$ cat src/rtl/fpnew_pkg.sv
// Shared types for the FPU result buffer: exception flags and the stored
// result entry. Entry fields are sized for the widest supported
// configuration; instances with narrower Width/TagWidth use the low bits.
package fpnew_pkg;

  localparam int unsigned EntryWidth    = 64;
  localparam int unsigned EntryTagWidth = 8;

  // IEEE 754 exception flags, in the usual NV/DZ/OF/UF/NX order (MSB first).
  typedef struct packed {
    logic nv;
    logic dz;
    logic of;
    logic uf;
    logic nx;
  } status_t;

  typedef struct packed {
    logic [EntryWidth-1:0]    result;
    status_t                  status;
    logic [EntryTagWidth-1:0] tag;
  } result_entry_t;

endpackage

$ cat src/rtl/fpnew_flag_acc.sv
// Sticky exception-flag accumulator for fpnew_result_buffer.
// Only present when FPNEW_RESULT_FLAGS_ACC_EN is defined; the buffer ties
// its flags output to zero otherwise.
`ifdef FPNEW_RESULT_FLAGS_ACC_EN
module fpnew_flag_acc
  import fpnew_pkg::*;
(
  input  logic    clk_i,
  input  logic    rst_i,
  input  logic    push_i,
  input  logic    clr_i,
  input  status_t status_i,
  output status_t flags_o
);

  status_t flags_q, flags_d;

  // Clear first, then OR in an accepted result, so clear+push leaves just the new flags.
  always_comb begin
    // NOTE: default assignment first so every path writes flags_d (no latch).
    flags_d = flags_q;
    if (clr_i) flags_d = '0;
    if (push_i) flags_d = status_t'(flags_d | status_i);
  end

  // Flag register with synchronous reset.
  always_ff @(posedge clk_i) begin
    // NOTE: non-blocking assignments for state so all registers update together.
    if (rst_i) flags_q <= '0;
    else       flags_q <= flags_d;
  end

  assign flags_o = flags_q;

endmodule
`endif

$ cat src/rtl/fpnew_result_buffer.sv
// Result buffer behind the FPU wrapper: a circular FIFO that absorbs
// one-cycle result pulses which cannot be back-pressured. A result arriving
// while the buffer is full (and nothing leaves) is lost and recorded in the
// sticky drop_o. Define FPNEW_RESULT_FLAGS_ACC_EN to accumulate exception
// flags of accepted results on flags_o; otherwise flags_o is 0.
module fpnew_result_buffer
  import fpnew_pkg::*;
#(
  parameter int unsigned Width    = 64,
  parameter int unsigned Depth    = 4,
  parameter int unsigned TagWidth = 1
) (
  input  logic                       clk_i,
  input  logic                       rst_i,
  input  logic                       flush_i,
  input  logic                       in_valid_i,
  input  logic [Width-1:0]           in_result_i,
  input  status_t                    in_status_i,
  input  logic [TagWidth-1:0]        in_tag_i,
  output logic                       in_ready_o,
  output logic                       out_valid_o,
  input  logic                       out_ready_i,
  output logic [Width-1:0]           out_result_o,
  output status_t                    out_status_o,
  output logic [TagWidth-1:0]        out_tag_o,
  output logic [$clog2(Depth):0]     usage_o,
  output logic                       drop_o,
  output status_t                    flags_o,
  input  logic                       flags_clr_i
);

  localparam int unsigned PtrWidth = $clog2(Depth);
  localparam int unsigned CntWidth = PtrWidth + 1;
  localparam logic [CntWidth-1:0] DepthCnt = CntWidth'(Depth);

  result_entry_t         mem_q [Depth];
  logic [PtrWidth-1:0]   rd_ptr_q, rd_ptr_d;
  logic [PtrWidth-1:0]   wr_ptr_q, wr_ptr_d;
  logic [CntWidth-1:0]   cnt_q, cnt_d;
  logic                  drop_q, drop_d;
  logic                  full, pop, push, accept;
  result_entry_t         wr_entry, head;

  // Handshake decode: a pop frees the slot a same-cycle push needs when full.
  always_comb begin
    full   = (cnt_q == DepthCnt);
    pop    = (cnt_q != '0) && out_ready_i;
    push   = in_valid_i && (!full || pop);
    accept = push && !flush_i;
  end

  // Next-state for pointers, count and the sticky drop flag; flush wins over push/pop.
  always_comb begin
    rd_ptr_d = rd_ptr_q;
    wr_ptr_d = wr_ptr_q;
    cnt_d    = cnt_q;
    drop_d   = drop_q | (in_valid_i & full & ~pop);
    if (flush_i) begin
      rd_ptr_d = '0;
      wr_ptr_d = '0;
      cnt_d    = '0;
    end else begin
      if (pop)  rd_ptr_d = rd_ptr_q + 1'b1;
      if (push) wr_ptr_d = wr_ptr_q + 1'b1;
      case ({push, pop})
        2'b10:   cnt_d = cnt_q + 1'b1;
        2'b01:   cnt_d = cnt_q - 1'b1;
        default: cnt_d = cnt_q;
      endcase
    end
  end

  // Control state register with synchronous reset.
  always_ff @(posedge clk_i) begin
    if (rst_i) begin
      rd_ptr_q <= '0;
      wr_ptr_q <= '0;
      cnt_q    <= '0;
      drop_q   <= 1'b0;
    end else begin
      rd_ptr_q <= rd_ptr_d;
      wr_ptr_q <= wr_ptr_d;
      cnt_q    <= cnt_d;
      drop_q   <= drop_d;
    end
  end

  // Pack the incoming result into a storage entry.
  always_comb begin
    wr_entry        = '0;
    wr_entry.result = EntryWidth'(in_result_i);
    wr_entry.status = in_status_i;
    wr_entry.tag    = EntryTagWidth'(in_tag_i);
  end

  // Entry storage written at the write pointer on each accepted push.
  always_ff @(posedge clk_i) begin
    // NOTE: storage has no reset; the count alone decides which entries are valid.
    if (accept) mem_q[wr_ptr_q] <= wr_entry;
  end

  assign head = mem_q[rd_ptr_q];

  assign out_valid_o  = (cnt_q != '0);
  assign out_result_o = head.result[Width-1:0];
  assign out_status_o = head.status;
  assign out_tag_o    = head.tag[TagWidth-1:0];
  assign in_ready_o   = !full;
  assign usage_o      = cnt_q;
  assign drop_o       = drop_q;

  // Upper entry bits are unused when Width/TagWidth are below the entry size.
  logic unused_head;
  assign unused_head = ^head;

`ifdef FPNEW_RESULT_FLAGS_ACC_EN
  fpnew_flag_acc u_flag_acc (
    .clk_i    (clk_i),
    .rst_i    (rst_i),
    .push_i   (accept),
    .clr_i    (flags_clr_i),
    .status_i (in_status_i),
    .flags_o  (flags_o)
  );
`else
  assign flags_o = '0;
  logic unused_flags_clr;
  assign unused_flags_clr = flags_clr_i;
`endif

endmodule

$ cat config.mk
export PLATFORM = sky130hd
export DESIGN_NAME = fpnew_result_buffer
export DESIGN_NICKNAME = d
export VERILOG_FILES = /design/src/rtl/fpnew_pkg.sv /design/src/rtl/fpnew_flag_acc.sv /design/src/rtl/fpnew_result_buffer.sv
export SDC_FILE = /design/constraint.sdc
export NUM_CORES = 1
export LEC_CHECK = 0
export BUFFER_PORTS_ARGS = -buffer_cell sky130_fd_sc_hd__buf_2
export CAP_MARGIN = 20
export CORE_UTILIZATION = 51
export DETAILED_ROUTE_END_ITERATION = 8
export PLACE_DENSITY = 0.75
export SYNTH_ARGS = -nofsm -noshare
export SYNTH_HDL_FRONTEND = slang
export SYNTH_SLANG_ARGS = --single-unit
export TNS_END_PERCENT = 100
$ cat constraint.sdc
create_clock -name clk_i -period 6.4 [get_ports clk_i]
set_input_delay 0 -clock clk_i [delete_from_list [all_inputs] [get_ports clk_i]]
set_output_delay 0 -clock clk_i [all_outputs]
set_load 0.005 [all_outputs]
## Word-level counts from Yosys, hierarchy flattened

Memory sizes are Yosys's and may differ from the RTL's. A register that Yosys moved wholly into a read port is not among the register bits.
Cells that the tools add are included.

| cells by class | value |
|---|---|
| bitwise operators | 4 |
| reductions and logical operators | 9 |
| mux-type cells | 5 |
| eq/ne operators | 3 |
| add/subtract/negate cells | 4 |

Operators by type and width:

| cell | count |
|---|---|
| 3-bit case mux with 2 select lines | 1 |
| 2-bit by 1-bit adder with 2-bit output (second input constant) | 2 |
| 2-bit two-way mux | 2 |
| 3-bit by 1-bit adder with 3-bit output (second input constant) | 1 |
| 3-bit == test (second input constant) | 1 |
| 1-bit logical AND | 3 |
| 3-bit nonzero test | 1 |
| 3-bit by 1-bit subtractor with 3-bit output (second input constant) | 1 |
| 1-bit bitwise AND | 2 |
| 2-bit by 1-bit == test with 1-bit output (second input constant) | 1 |
| 2-bit == test (second input constant) | 1 |
| 1-bit logical NOT | 2 |
| 1-bit two-way mux | 2 |
| 2-bit nonzero test | 1 |
| 2-bit OR reduction | 1 |
| 1-bit logical OR | 1 |
| 1-bit inverter | 1 |
| 1-bit OR | 1 |

| word-level totals | value |
|---|---|
| output and inout port bits | 81 |
| memories | 1 |
| flip-flop bits (word level) | 8 |
| bits in writable memories | 280 |
| logic and storage cells | 30 |
| input bits | 76 |

Memory list:

| memory | depth | bits a word | read ports | clocked after Yosys merged registers in | write ports | line | RTL |
|---|---|---|---|---|---|---|---|
| mem_q | 4 | 70 | 1 | 1 | 1 | fpnew_result_buffer.sv:36 | `result_entry_t mem_q [Depth];` |

## Logic depth before layout (Yosys ltp)

| depth | value |
|---|---|
| word-level depth | 7 |
| gate-level depth with buffers | 7 |
| mapped depth without buffers | 6 |

## Worst setup path before layout

Ideal clock, no wire load.

| timing | value |
|---|---|
| kind | register to register |
| from | reg cnt_q[2] (netlist: usage_o[2]) |
| to | mem mem_q[0][0] (netlist name) (enable) |
| arrival time | 5.964 ns |
| period minus slack after synthesis | 6.563 ns |
| path buffers | 1 |
| setup time | 0.599 ns |
| data required time | 5.801 ns |
| path slack | -0.163 ns |
| cell stages (with the launch flop) | 5 |
| path through | dfxtp_1 -> buf_2 -> nor4b_2 -> nand2b_1 -> nor3b_1 |

| between the ends | value |
|---|---|
| cells in the longest elaborated chain, start to end | 7 |
| elaborated cells between the ends (all ways) | 9 |
| classes of those cells | 1 x eq/ne; 2 x mux; 6 x reduce/logical |

Ends and longest elaborated chain:

| element | line | RTL |
|---|---|---|
| start, declared | fpnew_result_buffer.sv:39 | `logic [CntWidth-1:0] cnt_q, cnt_d;` |
| start signal, assigned | fpnew_result_buffer.sv:83 | `cnt_q <= cnt_d;` |
| 3-bit == test or 3-bit nonzero test (tied branches) | fpnew_result_buffer.sv:46, fpnew_result_buffer.sv:47 |  |
| 1-bit logical NOT or 1-bit logical AND (tied branches) | fpnew_result_buffer.sv:48, fpnew_result_buffer.sv:47 |  |
| 1-bit logical OR * | fpnew_result_buffer.sv:48 | `push = in_valid_i && (!full \|\| pop);` |
| 1-bit logical AND * | fpnew_result_buffer.sv:48 |  |
| 1-bit logical AND * | fpnew_result_buffer.sv:49 | `accept = push && !flush_i;` |
| 1-bit two-way mux * | fpnew_result_buffer.sv:99 | `if (accept) mem_q[wr_ptr_q] <= wr_entry;` |
| 1-bit two-way mux (implied by the code) * | fpnew_result_buffer.sv:99 |  |
| end, declared | fpnew_result_buffer.sv:36 |  |

Mark *: on every way between the ends. The rest lies on a longest branch, timed or not.

## Final worst setup path

| timing | value |
|---|---|
| from | reg cnt_q[2] (netlist: usage_o[2]) |
| to | reg cnt_q[2] (netlist: usage_o[2]) |

| between the ends | value |
|---|---|
| cells in the longest elaborated chain, start to end | 6 |
| elaborated cells between the ends (all ways) | 12 |
| classes of those cells | 2 x add/sub; 3 x eq/ne; 1 x mux; 6 x reduce/logical |

Ends and longest elaborated chain:

| element | line | RTL |
|---|---|---|
| 3-bit == test or 3-bit nonzero test (tied branches) | fpnew_result_buffer.sv:46, fpnew_result_buffer.sv:47 |  |
| 1-bit logical NOT or 1-bit logical AND (tied branches) | fpnew_result_buffer.sv:48, fpnew_result_buffer.sv:47 |  |
| 1-bit logical OR | fpnew_result_buffer.sv:48 |  |
| 1-bit logical AND | fpnew_result_buffer.sv:48 |  |
| 2-bit by 1-bit == test with 1-bit output or 2-bit == test (tied branches) | fpnew_result_buffer.sv:65 | `case ({push, pop})` |
| 3-bit case mux with 2 select lines or 2-bit nonzero test (tied branches) | -- |  |

Several ways; a longest one is shown, not always the timed one.
A chain may end at the register's enable or synchronous reset.

==> results.py <==
metrics = {
    "outcome": {
        "status": "completed",
    },
    "logic_synthesis": {
        "syn_inst": 440,
        "synth_cell_types": 32,
        "ys_warn_count": 0,
        "synthesis.area_sq_mm": 0.0107,
        "ys_seq_area_share_pct": 80.4,
        "synthFlopType": "edfxtp_1",
        "synth.area.top_cells": "edfxtp_1, mux4_2, dfxtp_1",
        "synth-edff-count": 280,
        "synthDominantCellAreaShare_pct": 78.6,
        "syn_avg_cell_area_sq_um": 24.3,
        "synth_seq_cells": 290,
        "async_flop_share_pct": 0,
        "yosysTopAreaCell": "edfxtp_1",
    },
    "critical_path": {
        "slowest_delay_ns": 0.57,
        "crit_buf_inv": 1,
        "worstSetupPathType": "reg2reg",
        "cp.required_ns": 6.88,
        "slowest_stage": "dlygate4sd3_1",
        "crit_fanout": 11,
        "path_delay_family": "simple AND/OR/NAND/NOR gates",
        "critPathLaunchType": "register",
        "cp_cell_sequence": "o31ai_1 > or2_2 > fa_1 > nor4b_1 > a31oi_1 > a311oi_1 > dlygate4sd3_1",
        "reg2reg_setup_slack_ns": 3.69,
        "end_kind": "register",
        "arrival_ns": 3.19,
    },
    "power_and_ir_drop": {
        "finalPower_uw": 3960,
        "switching_power_uw": 760,
        "clkPwrFrac_pct": 41.7,
        "pwr-share-seq_pct": 53.7,
        "pwr-share-comb_pct": 4.6,
        "sw_frac_of_total_pct": 19.2,
        "p_int_uw": 3200,
        "powerDensity_mw_per_mm2": 293,
        "leakagePower_uw": 0.00456,
        "vdd_drop_max_mv": 0.217,
    },
    "placed_design": {
        "place_inst": 848,
        "gp_congestion": 0.773,
        "dpl_cell_area_sq_mm": 0.0118,
        "io_buffers": 150,
        "place_hpwl_um": 11300,
        "dp_slack_ns": 4.03,
    },
    "clock_tree": {
        "worst_skew_pair.late_latency_ns": 0.53,
        "post-cts-setup-buffers": 0,
        "cts_sinks": 290,
        "clockBufferDepth": 3,
        "h-tree-depth": 1,
        "clockRootBuffer": "clkbuf_16",
        "cts_tree": "done",
        "numCtsBuffers": 28,
        "clk_pin_slew_ns": 0.06,
    },
    "timing": {
        "finalSetupViolCount": 0,
        "slew_viol_final": 0,
        "period_needed_ns": 2.71,
        "slew_headroom_pct": 28.5,
        "fin_tns_setup_ns": 0,
        "rsz0062_at_grt": "no",
        "min_period_over_period_pct": 42.4,
        "clock_skew_ns": 0.0152,
        "worstMarginPinSlew_ns": 1.07,
        "final_hold_viol_count": 0,
        "layout_setup_ws_ns": 3.69,
        "fmax_mhz": 368,
    },
    "routing": {
        "drt-pass1-iter-count": 5,
        "dr.first_iter.drc_count": 297,
        "routed_wl_um": 20000,
        "drc": 0,
        "ant_nets": 0,
        "via_per_inst": 5.48,
        "via_count": 5358,
        "wl_per_cell_um": 20.4,
    },
    "finish": {
        "final_cells": 978,
        "syn_to_final_growth_pct": 26.2,
        "fin_area_sq_mm": 0.0135,
        "drive_gt1_share_pct": 39.6,
        "final_cell_mix": "edfxtp_1, buf_2, dlygate4sd3_1",
        "final_common_cell": "edfxtp_1",
        "nets": 766,
    },
    "global_route": {
        "grt_pass1_vias": 5947,
        "grt_use_met2_pct": 34.5,
        "use_met3_pct": 3.63,
        "grt_antenna_before_repair": 1,
        "met1_usage_pct": 23.6,
        "grt_max_degree": 71,
        "track_usage_pct": 19.1,
        "grt_overflow": 0,
        "top_usage_layer": "met2",
        "grt_pass1_wl_um": 31400,
    },
    "floorplan": {
        "die_y_um": 147,
        "die_w_um": 147,
        "core_area_sq_mm": 0.0204,
        "ios": 157,
        "dieArea_sq_mm": 0.0216,
        "floorplan.initialDensity_pct": 52.4,
        "num_rows": 52,
    },
    "job": {
        "maxCapViolCount": 0,
    },
    "hold_path": {
        "hold_path_class": "in2reg",
    },
}
-- stage by stage --
| step | utilization (%) | hold slack (ns) |
|---|---|---|
| 4_1_cts | 66.0 | 0.200 |
| 3_5_place_dp | 57.6 | 0.217 |
| 5_1_grt | 66.1 | 0.204 |
| 6_report | 66.1 | 0.216 |
| 3_3_place_gp | 57.6 | 0.209 |
| 2_1_floorplan | - | 0.0724 |
-- power by group through the flow --
stage / registers (uW) / logic, uW / clock network (uW)
after floorplan: 2170 / 67.7 / 0
after global placement: 2160 / 137 / 0
after detailed placement: 2170 / 146 / 0
after CTS: 2120 / 183 / 1680
after global routing: 2130 / 198 / 1750
final: 2120 / 183 / 1650
-- logic make-up (layout without fill, tap and decap cells) --
kind of cell               count (synthesis)  in the layout  share of synthesized area [%]
and+or+nand+nor                           30             30                           1.61
adders and majority gates                  5              5                          0.655
AOI/OAI and AO/OA                          7              7                          0.491
xor gates and xnor gates                   3              3                          0.246
other                                      1              6                         0.0350
DFF                                      290            290                           80.4
muxes                                     75             75                           15.2
buffers and inverters                     29            292                           1.31
-- Yosys cell counts (4+ instances only) --
cell,n
nor3b_1,4
edfxtp_1,280
inv_1,4
mux4_2,70
mux2i_1,5
ha_1,4
nor2_1,4
clkbuf_1,10
dfxtp_1,10
buf_4,5
nand2_1,8
buf_2,9
-- area by class of cell --
class / count / area (sq um)
tap: 270 / 338
clock buffer: 31 / 733
clock inverter: 21 / 209
inverter: 4 / 15.0
fill: 1338 / 6920
sequential: 290 / 8620
multi-input combinational: 125 / 1990
antenna: 1 / 2.50
timing repair buffer: 236 / 1610
-- sequential cells by signal, indices dropped and copies added (netlist names), named ones only --
name and cells:
rd_ptr_q 2, mem_q 280, usage_o 3, wr_ptr_q 2, drop_o 1
-- routing by layer --
layer  wire length, um  part of all wire (%)
met1              7860                    39
met2             10400                    52
met3              1310                   6.5
met4               359                   1.8
met5                 0                     0
-- worst paths after layout --
check | start | to | depth (start not counted)
worst min register to register | wr_ptr_q[1]$_SDFFE_PP0N_ | wr_ptr_q[1]$_SDFFE_PP0N_ | 2
worst max register to register | usage_o[2]$_SDFFE_PP0P_ | usage_o[2]$_SDFFE_PP0P_ | 7
worst min-delay path | in_result_i[45] | mem_q[1][51]$_DFFE_PP_ | 2
worst max-delay path | usage_o[2]$_SDFFE_PP0P_ | usage_o[2]$_SDFFE_PP0P_ | 7
-- timing repair --
action	CTS	global route
hold endpoints to repair	290	0
hold buffers	76	0
resized for setup	0	0
setup endpoints to repair	0	0
No activity file was read; power rests on OpenSTA's default activity.
